## config.mk

```make
export PLATFORM = sky130hd
export DESIGN_NAME = dca_matrix_lsu_row_scheduler
export DESIGN_NICKNAME = d
export VERILOG_FILES = /design/src/rtl/dca_matrix_lsu_row_scheduler_pkg.sv /design/src/rtl/dca_matrix_lsu_burst_calc.sv /design/src/rtl/dca_matrix_lsu_row_scheduler.sv
export SDC_FILE = /design/constraint.sdc
export NUM_CORES = 1
export LEC_CHECK = 0
export ABC_AREA = 0
export ABC_CLOCK_PERIOD_IN_PS = 8080
export CORE_MARGIN = 4
export CORE_UTILIZATION = 39
export DETAILED_ROUTE_END_ITERATION = 7
export PLACE_DENSITY = 0.62
export REMOVE_ABC_BUFFERS = 1
export SYNTH_ARGS = -nofsm -noshare
export SYNTH_HDL_FRONTEND = slang
export SYNTH_SLANG_ARGS = --single-unit
```

## constraint.sdc

```tcl
create_clock -name clk -period 8.08 [get_ports clk]
set_input_delay 1.212 -clock clk [delete_from_list [all_inputs] [get_ports clk]]
set_output_delay 1.212 -clock clk [all_outputs]
set_load 0.1 [all_outputs]
```

## src/rtl/dca_matrix_lsu_row_scheduler_pkg.sv

```systemverilog
// Shared definitions for the matrix LSU row scheduler and the row-buffer aligner.
// The txn-info word is packed as {last, first, alen, bitaddr}.
package dca_matrix_lsu_row_scheduler_pkg;

   localparam int ALEN_W     = 8;
   localparam int TXN_FLAG_W = 2;
   localparam int BITADDR_PAD = 3;

   localparam logic [1:0] ST_IDLE  = 2'd0;
   localparam logic [1:0] ST_ISSUE = 2'd1;
   localparam logic [1:0] ST_DRAIN = 2'd2;

   // Width of one packed txn-info word for a given byte address width.
   function automatic int txn_info_width(input int bw_addr);
      return TXN_FLAG_W + ALEN_W + bw_addr + BITADDR_PAD;
   endfunction

endpackage

```

## src/rtl/dca_matrix_lsu_burst_calc.sv

```systemverilog
// Combinational AXI burst length for one matrix row starting at a byte address.
module dca_matrix_lsu_burst_calc
   import dca_matrix_lsu_row_scheduler_pkg::*;
#(
   parameter int BW_ADDR     = 32,
   parameter int BW_AXI_DATA = 32,
   parameter int BW_NUM_COL  = 8
) (
   input  logic [BW_ADDR-1:0]    addr,
   input  logic [BW_NUM_COL-1:0] num_col_m1,
   input  logic [2:0]            elem_lsa,
   output logic [ALEN_W-1:0]     alen
);

   localparam int BYTES = BW_AXI_DATA / 8;
   localparam int LG_B  = $clog2(BYTES);
   localparam int W     = BW_ADDR + BW_NUM_COL + 10;
   localparam logic [BW_ADDR-1:0] B_MASK = BW_ADDR'(BYTES - 1);
   localparam logic [W-1:0] ALEN_MAX = W'((1 << ALEN_W) - 1);

   logic [W-1:0] row_bits;
   logic [W-1:0] row_bytes;
   logic [W-1:0] byte_off;
   logic [W-1:0] beats;
   logic [W-1:0] beats_m1;

   // Everything is widened first so the saturation compare sees the true beat count.
   always_comb begin
      row_bits  = (W'(num_col_m1) + W'(1)) << elem_lsa;
      row_bytes = (row_bits + W'(7)) >> 3;
      byte_off  = W'(addr & B_MASK);
      beats     = (byte_off + row_bytes + W'(BYTES - 1)) >> LG_B;
      beats_m1  = beats - W'(1);
      alen      = (beats_m1 > ALEN_MAX) ? ALEN_MAX[ALEN_W-1:0] : beats_m1[ALEN_W-1:0];
   end

endmodule

```

## src/rtl/dca_matrix_lsu_row_scheduler.sv

```systemverilog
// Splits one matrix load/store instruction into per-row AXI transactions,
// bounding rows in flight and signalling when every issued row has completed.
module dca_matrix_lsu_row_scheduler
   import dca_matrix_lsu_row_scheduler_pkg::*;
#(
   parameter int BW_ADDR         = 32,
   parameter int BW_AXI_DATA     = 32,
   parameter int BW_NUM_ROW      = 8,
   parameter int BW_NUM_COL      = 8,
   parameter int BW_STRIDE       = 16,
   parameter int MAX_OUTSTANDING = 4
) (
   input  logic                  clk,
   input  logic                  rst,
   input  logic                  inst_valid,
   output logic                  inst_ready,
   input  logic [BW_ADDR-1:0]    inst_addr,
   input  logic [BW_STRIDE-1:0]  inst_stride,
   input  logic [BW_NUM_ROW-1:0] inst_num_row_m1,
   input  logic [BW_NUM_COL-1:0] inst_num_col_m1,
   input  logic [2:0]            inst_elem_lsa,
   output logic                  txn_valid,
   input  logic                  txn_ready,
   output logic [BW_ADDR+2:0]    txn_bitaddr,
   output logic [ALEN_W-1:0]     txn_alen,
   output logic                  txn_first,
   output logic                  txn_last,
   input  logic                  cpl_valid,
   output logic                  cpl_ready,
   output logic                  busy,
   output logic                  inst_done
);

   localparam logic [3:0] MAX_OUT = 4'(MAX_OUTSTANDING);

   logic [1:0]            state;
   logic [BW_NUM_ROW-1:0] row_cnt;
   logic [BW_NUM_ROW-1:0] row_cnt_inc;
   logic [BW_NUM_ROW-1:0] num_row_m1_q;
   logic [BW_NUM_COL-1:0] num_col_m1_q;
   logic [2:0]            elem_lsa_q;
   logic [BW_STRIDE-1:0]  stride_q;
   logic [BW_ADDR-1:0]    addr_cur;
   logic [BW_ADDR-1:0]    addr_next;
   logic [3:0]            outstanding;
   logic [3:0]            outstanding_next;
   logic                  issue_fire;
   logic                  cpl_take;

   logic [BW_ADDR-1:0]    calc_addr;
   logic [BW_NUM_COL-1:0] calc_col;
   logic [2:0]            calc_lsa;
   logic [ALEN_W-1:0]     calc_alen;

   assign inst_ready  = (state == ST_IDLE);
   assign busy        = (state != ST_IDLE);
   assign cpl_ready   = 1'b1;
   assign txn_valid   = (state == ST_ISSUE) && (outstanding < MAX_OUT);
   assign issue_fire  = txn_valid && txn_ready;
   assign cpl_take    = cpl_valid && (outstanding != 4'd0);
   assign addr_next   = addr_cur + BW_ADDR'(stride_q);
   assign row_cnt_inc = row_cnt + BW_NUM_ROW'(1);

   always_comb begin
      outstanding_next = outstanding;
      case ({issue_fire, cpl_take})
         2'b10:   outstanding_next = outstanding + 4'd1;
         2'b01:   outstanding_next = outstanding - 4'd1;
         default: outstanding_next = outstanding;
      endcase
   end

   // One calculator serves both the first row (from the request) and each following row.
   always_comb begin
      calc_addr = addr_next;
      calc_col  = num_col_m1_q;
      calc_lsa  = elem_lsa_q;
      if (state == ST_IDLE) begin
         calc_addr = inst_addr;
         calc_col  = inst_num_col_m1;
         calc_lsa  = inst_elem_lsa;
      end
   end

   dca_matrix_lsu_burst_calc #(
      .BW_ADDR     (BW_ADDR),
      .BW_AXI_DATA (BW_AXI_DATA),
      .BW_NUM_COL  (BW_NUM_COL)
   ) u_burst_calc (
      .addr       (calc_addr),
      .num_col_m1 (calc_col),
      .elem_lsa   (calc_lsa),
      .alen       (calc_alen)
   );

   // The txn fields always describe the row at addr_cur, so they stay put during stalls.
   always_ff @(posedge clk or posedge rst) begin
      if (rst) begin
         state        <= ST_IDLE;
         row_cnt      <= '0;
         num_row_m1_q <= '0;
         num_col_m1_q <= '0;
         elem_lsa_q   <= '0;
         stride_q     <= '0;
         addr_cur     <= '0;
         outstanding  <= '0;
         txn_bitaddr  <= '0;
         txn_alen     <= '0;
         txn_first    <= 1'b0;
         txn_last     <= 1'b0;
         inst_done    <= 1'b0;
      end else begin
         inst_done   <= 1'b0;
         outstanding <= outstanding_next;
         case (state)
            ST_IDLE: begin
               if (inst_valid) begin
                  num_row_m1_q <= inst_num_row_m1;
                  num_col_m1_q <= inst_num_col_m1;
                  elem_lsa_q   <= inst_elem_lsa;
                  stride_q     <= inst_stride;
                  addr_cur     <= inst_addr;
                  row_cnt      <= '0;
                  txn_bitaddr  <= {inst_addr, 3'b000};
                  txn_alen     <= calc_alen;
                  txn_first    <= 1'b1;
                  txn_last     <= (inst_num_row_m1 == '0);
                  state        <= ST_ISSUE;
               end
            end
            ST_ISSUE: begin
               if (issue_fire) begin
                  addr_cur    <= addr_next;
                  row_cnt     <= row_cnt_inc;
                  txn_bitaddr <= {addr_next, 3'b000};
                  txn_alen    <= calc_alen;
                  txn_first   <= 1'b0;
                  txn_last    <= (row_cnt_inc == num_row_m1_q);
                  if (txn_last) begin
                     state <= ST_DRAIN;
                  end
               end
            end
            ST_DRAIN: begin
               if (outstanding_next == 4'd0) begin
                  state     <= ST_IDLE;
                  inst_done <= 1'b1;
               end
            end
            default: state <= ST_IDLE;
         endcase
      end
   end

endmodule

```

==> metrics.md <==
| Metric | Value |
|---|---|
| Status | `finished clean` |
| CP required | `8290 ps` |
| Layout cells sized above 1 | `0.0667` |
| H-tree Lvls | `3` |
| Critical Path Fanout Max | `8` |
| CTS sink count | `92` |
| Worst slew pin tran | `1050 ps` |
| Syn. warnings | `0` |
| 1st-iter DRT viols | `420` |
| Core region area | `17300 µm²` |
| Maximum root-to-sink buffer count | `2` |
| Seq/Total Area, Yosys | `0.335` |
| Synth async-reset ratio | `1.00` |
| Worst skew pair latency | `350 ps` |
| Diode count | `0` |
| Min Tclk post-route | `7310 ps` |
| Unrepaired setup endpoints after global routing | `no` |
| Wire per inst | `16.5 µm` |
| Worst Path Arrival | `7520 ps` |
| EDFF count, synth | `0` |
| TritonCTS clock tree | `built` |
| WS Path Type | `in2reg` |
| Flop and latch count out of synthesis | `92` |
| Largest net degree at the start of global routing | `55` |
| Max-Cap Viols | `0` |
| Most frequent cells after synthesis | `nand2_1 (176), dfrtp_1 (92), nor2_1 (71)` |
| Post-CTS sizing | `0` |
| Antenna violation net count after detailed routing | `0` |
| Met2 wire length | `8280 µm` |
| Top FF cell, synth | `dfrtp_1` |
| Gr ovfl total | `0` |
| Met3 wire len | `737 µm` |
| Mapped Cells | `829` |
| Cell Rows | `48` |
| Inserted Clock Buffers | `9` |
| Largest area contributor in the netlist | `dfrtp_1` |
| Clock root buffer | `clkbuf_16` |
| Clock transition at path regs | `70 ps` |
| Vias | `6326` |
| DR vias/cell | `5.48` |
| Final #Nets | `1026` |
| Finish-stage setup viols | `0` |
| Slew Limit Fails | `0` |
| CP Launch Type | `input port` |
| DP HPWL | `13700 µm` |
| Yosys top cell area share | `0.335` |
| Vias in the first global route | `6106` |
| Global-route usage over all layers | `0.190` |
| Fmax | `137 MHz` |
| Hold Vio Cnt, Final | `0` |
| Synth area leaders | `dfrtp_1 (34%), nand2_1 (9.6%), ha_1 (4.7%)` |
| DRT met1 WL | `9780 µm` |
| Post-synthesis cell type count | `90` |
| Crit-path cells | `clkdlybuf4s50_1 > or3b_1 > nand2_1 > ha_1 > nand4bb_1 > a22oi_1 > xnor2_1 > mux2_2 > o21ai_2 > xnor2_1 > o22ai_1 > ha_1 > a21oi_1 > o41ai_2 > and4_4 > xnor2_2 > or4_1 > o21ai_1 > a2111oi_0 > ha_1 > or4b_2 > a21oi_4 > a31oi_1` |
| Critical path's most frequent cell | `ha_1` |
| Worst min-delay path category | `reg2reg` |
| Highest routed layer | `met5` |
| Initial antenna violation count | `1` |
| IO buf count | `117` |
| Residual DRC | `0` |
| # IOs | `122` |
| Tcrit/Tclk final | `0.904` |
| Die height | `141 µm` |
| Die Span X | `141 µm` |
| Worst path max stage delay | `680 ps` |
| Layout overhead on the synthesized area | `23.3%` |
| CP Capture Type | `flop` |
| Post-Syn Area | `6870 µm²` |
| Post-CTS setup buffer count | `0` |
| Mean post-synth cell area | `8.29 µm²` |
| Relative slew margins | `0.295` |
| First-pass GRT wire length | `31300 µm` |
| Placer Congestion | `0.889` |
| Final WL | `19000 µm` |
| Setup TNS | `0 ps` |
| Die area | `19800 µm²` |
| Most common cell in the synthesized netlist | `nand2_1` |
| Slowest-stage cell, CP | `or4_1` |
| Clock Skew | `7.99 ps` |
| Starting Density | `0.397` |
| DR pass1 iterations | `7` |
| Hold buffers post-CTS | `0` |
[cells by family (layout without fill, tap and decap cells)]
logic type                 count (synthesis)  count (layout)  synth area share
DFF                                       92              92             0.335
xor gates and xnor gates                  50              50            0.0670
buffers and inverters                     63             161            0.0424
other                                      2               5           0.00109
AOI/OAI and AO/OA                        225             225             0.239
adders and majority gates                 29              29            0.0561
muxes                                     15              15            0.0231
and+or+nand+nor                          353             353             0.236
[cells in the final DEF, fill, tap and decap left out, types with 10 or more instances in the layout]
cell type / n
o21ai_0: 38
inv_1: 17
mux2i_1: 10
a21oi_1: 37
nor3_1: 16
a211oi_1: 13
a31oi_1: 19
and3_1: 14
ha_1: 26
nand3_1: 20
nand2_1: 175
dfrtp_1: 92
clkdlybuf4s50_1: 117
a311oi_1: 14
nor2_1: 70
xnor2_1: 32
xor2_1: 15
[registers in the layout (all words and copies together) (netlist names)]
name and count:
elem_lsa_q 3, inst_done 1, num_col_m1_q 8, num_row_m1_q 8, outstanding 4, row_cnt 8
state 2, stride_q 16, txn_alen 8, txn_bitaddr 32, txn_first 1, txn_last 1
[worst paths after layout]
kind	cells after the start	from	slack (ps)	to
setup / recovery	23	inst_num_col_m1[0]	770	txn_alen[2]$_DFFE_PP0P_
hold / removal	2	stride_q[10]$_DFFE_PP0P_	480	stride_q[10]$_DFFE_PP0P_
setup reg to reg	22	state[1]$_DFFE_PP0P_	1360	txn_alen[2]$_DFFE_PP0P_
hold reg to reg	2	stride_q[10]$_DFFE_PP0P_	480	stride_q[10]$_DFFE_PP0P_
max in group asynchronous	3	rst	5700	num_col_m1_q[6]$_DFFE_PP0P_
min in group asynchronous	2	rst	1250	txn_alen[2]$_DFFE_PP0P_
[critical path, delay by kind of cell]
kind,cells,cell delay [ps]
adders and majority gates,3,800
AOI/OAI and AO/OA,9,1990
buffers and inverters,1,530
muxes,1,310
xor gates and xnor gates,3,470
and+or+nand+nor,6,2200
[metal layers]
layer	track usage	vias up
met5	0	-
met4	0.0500	2
met3	0.0265	14
met2	0.290	119
met1	0.283	3004
li1	-	3187
[metrics by stage]
stage / cell area (µm²) / hold WS (ps) / util / std cells / worst slack, ps
2_1_floorplan: 6660 / 439 / - / 788 / 868
4_1_cts: 8470 / 481 / 0.490 / 1155 / 823
3_5_place_dp: 8190 / 461 / 0.474 / 1139 / 480
3_3_place_gp: 8190 / 456 / 0.474 / 1139 / 624
5_1_grt: 8470 / 498 / 0.490 / 1155 / 396
6_report: 8470 / 481 / 0.490 / 1155 / 772
[layout make-up]
type | count | area (µm²)
flip-flops and latches | 92 | 2300
multi-input cells | 677 | 4290
inverters | 19 | 73.8
well taps | 225 | 282
repair buffers | 126 | 1240
fillers | 1710 | 8820
clock inverters | 7 | 58.8
clock buffers | 9 | 225
Power is left out: the tool's default activity adds up to more than one toggle a clock period on the data nets, which glitch-free logic cannot reach.
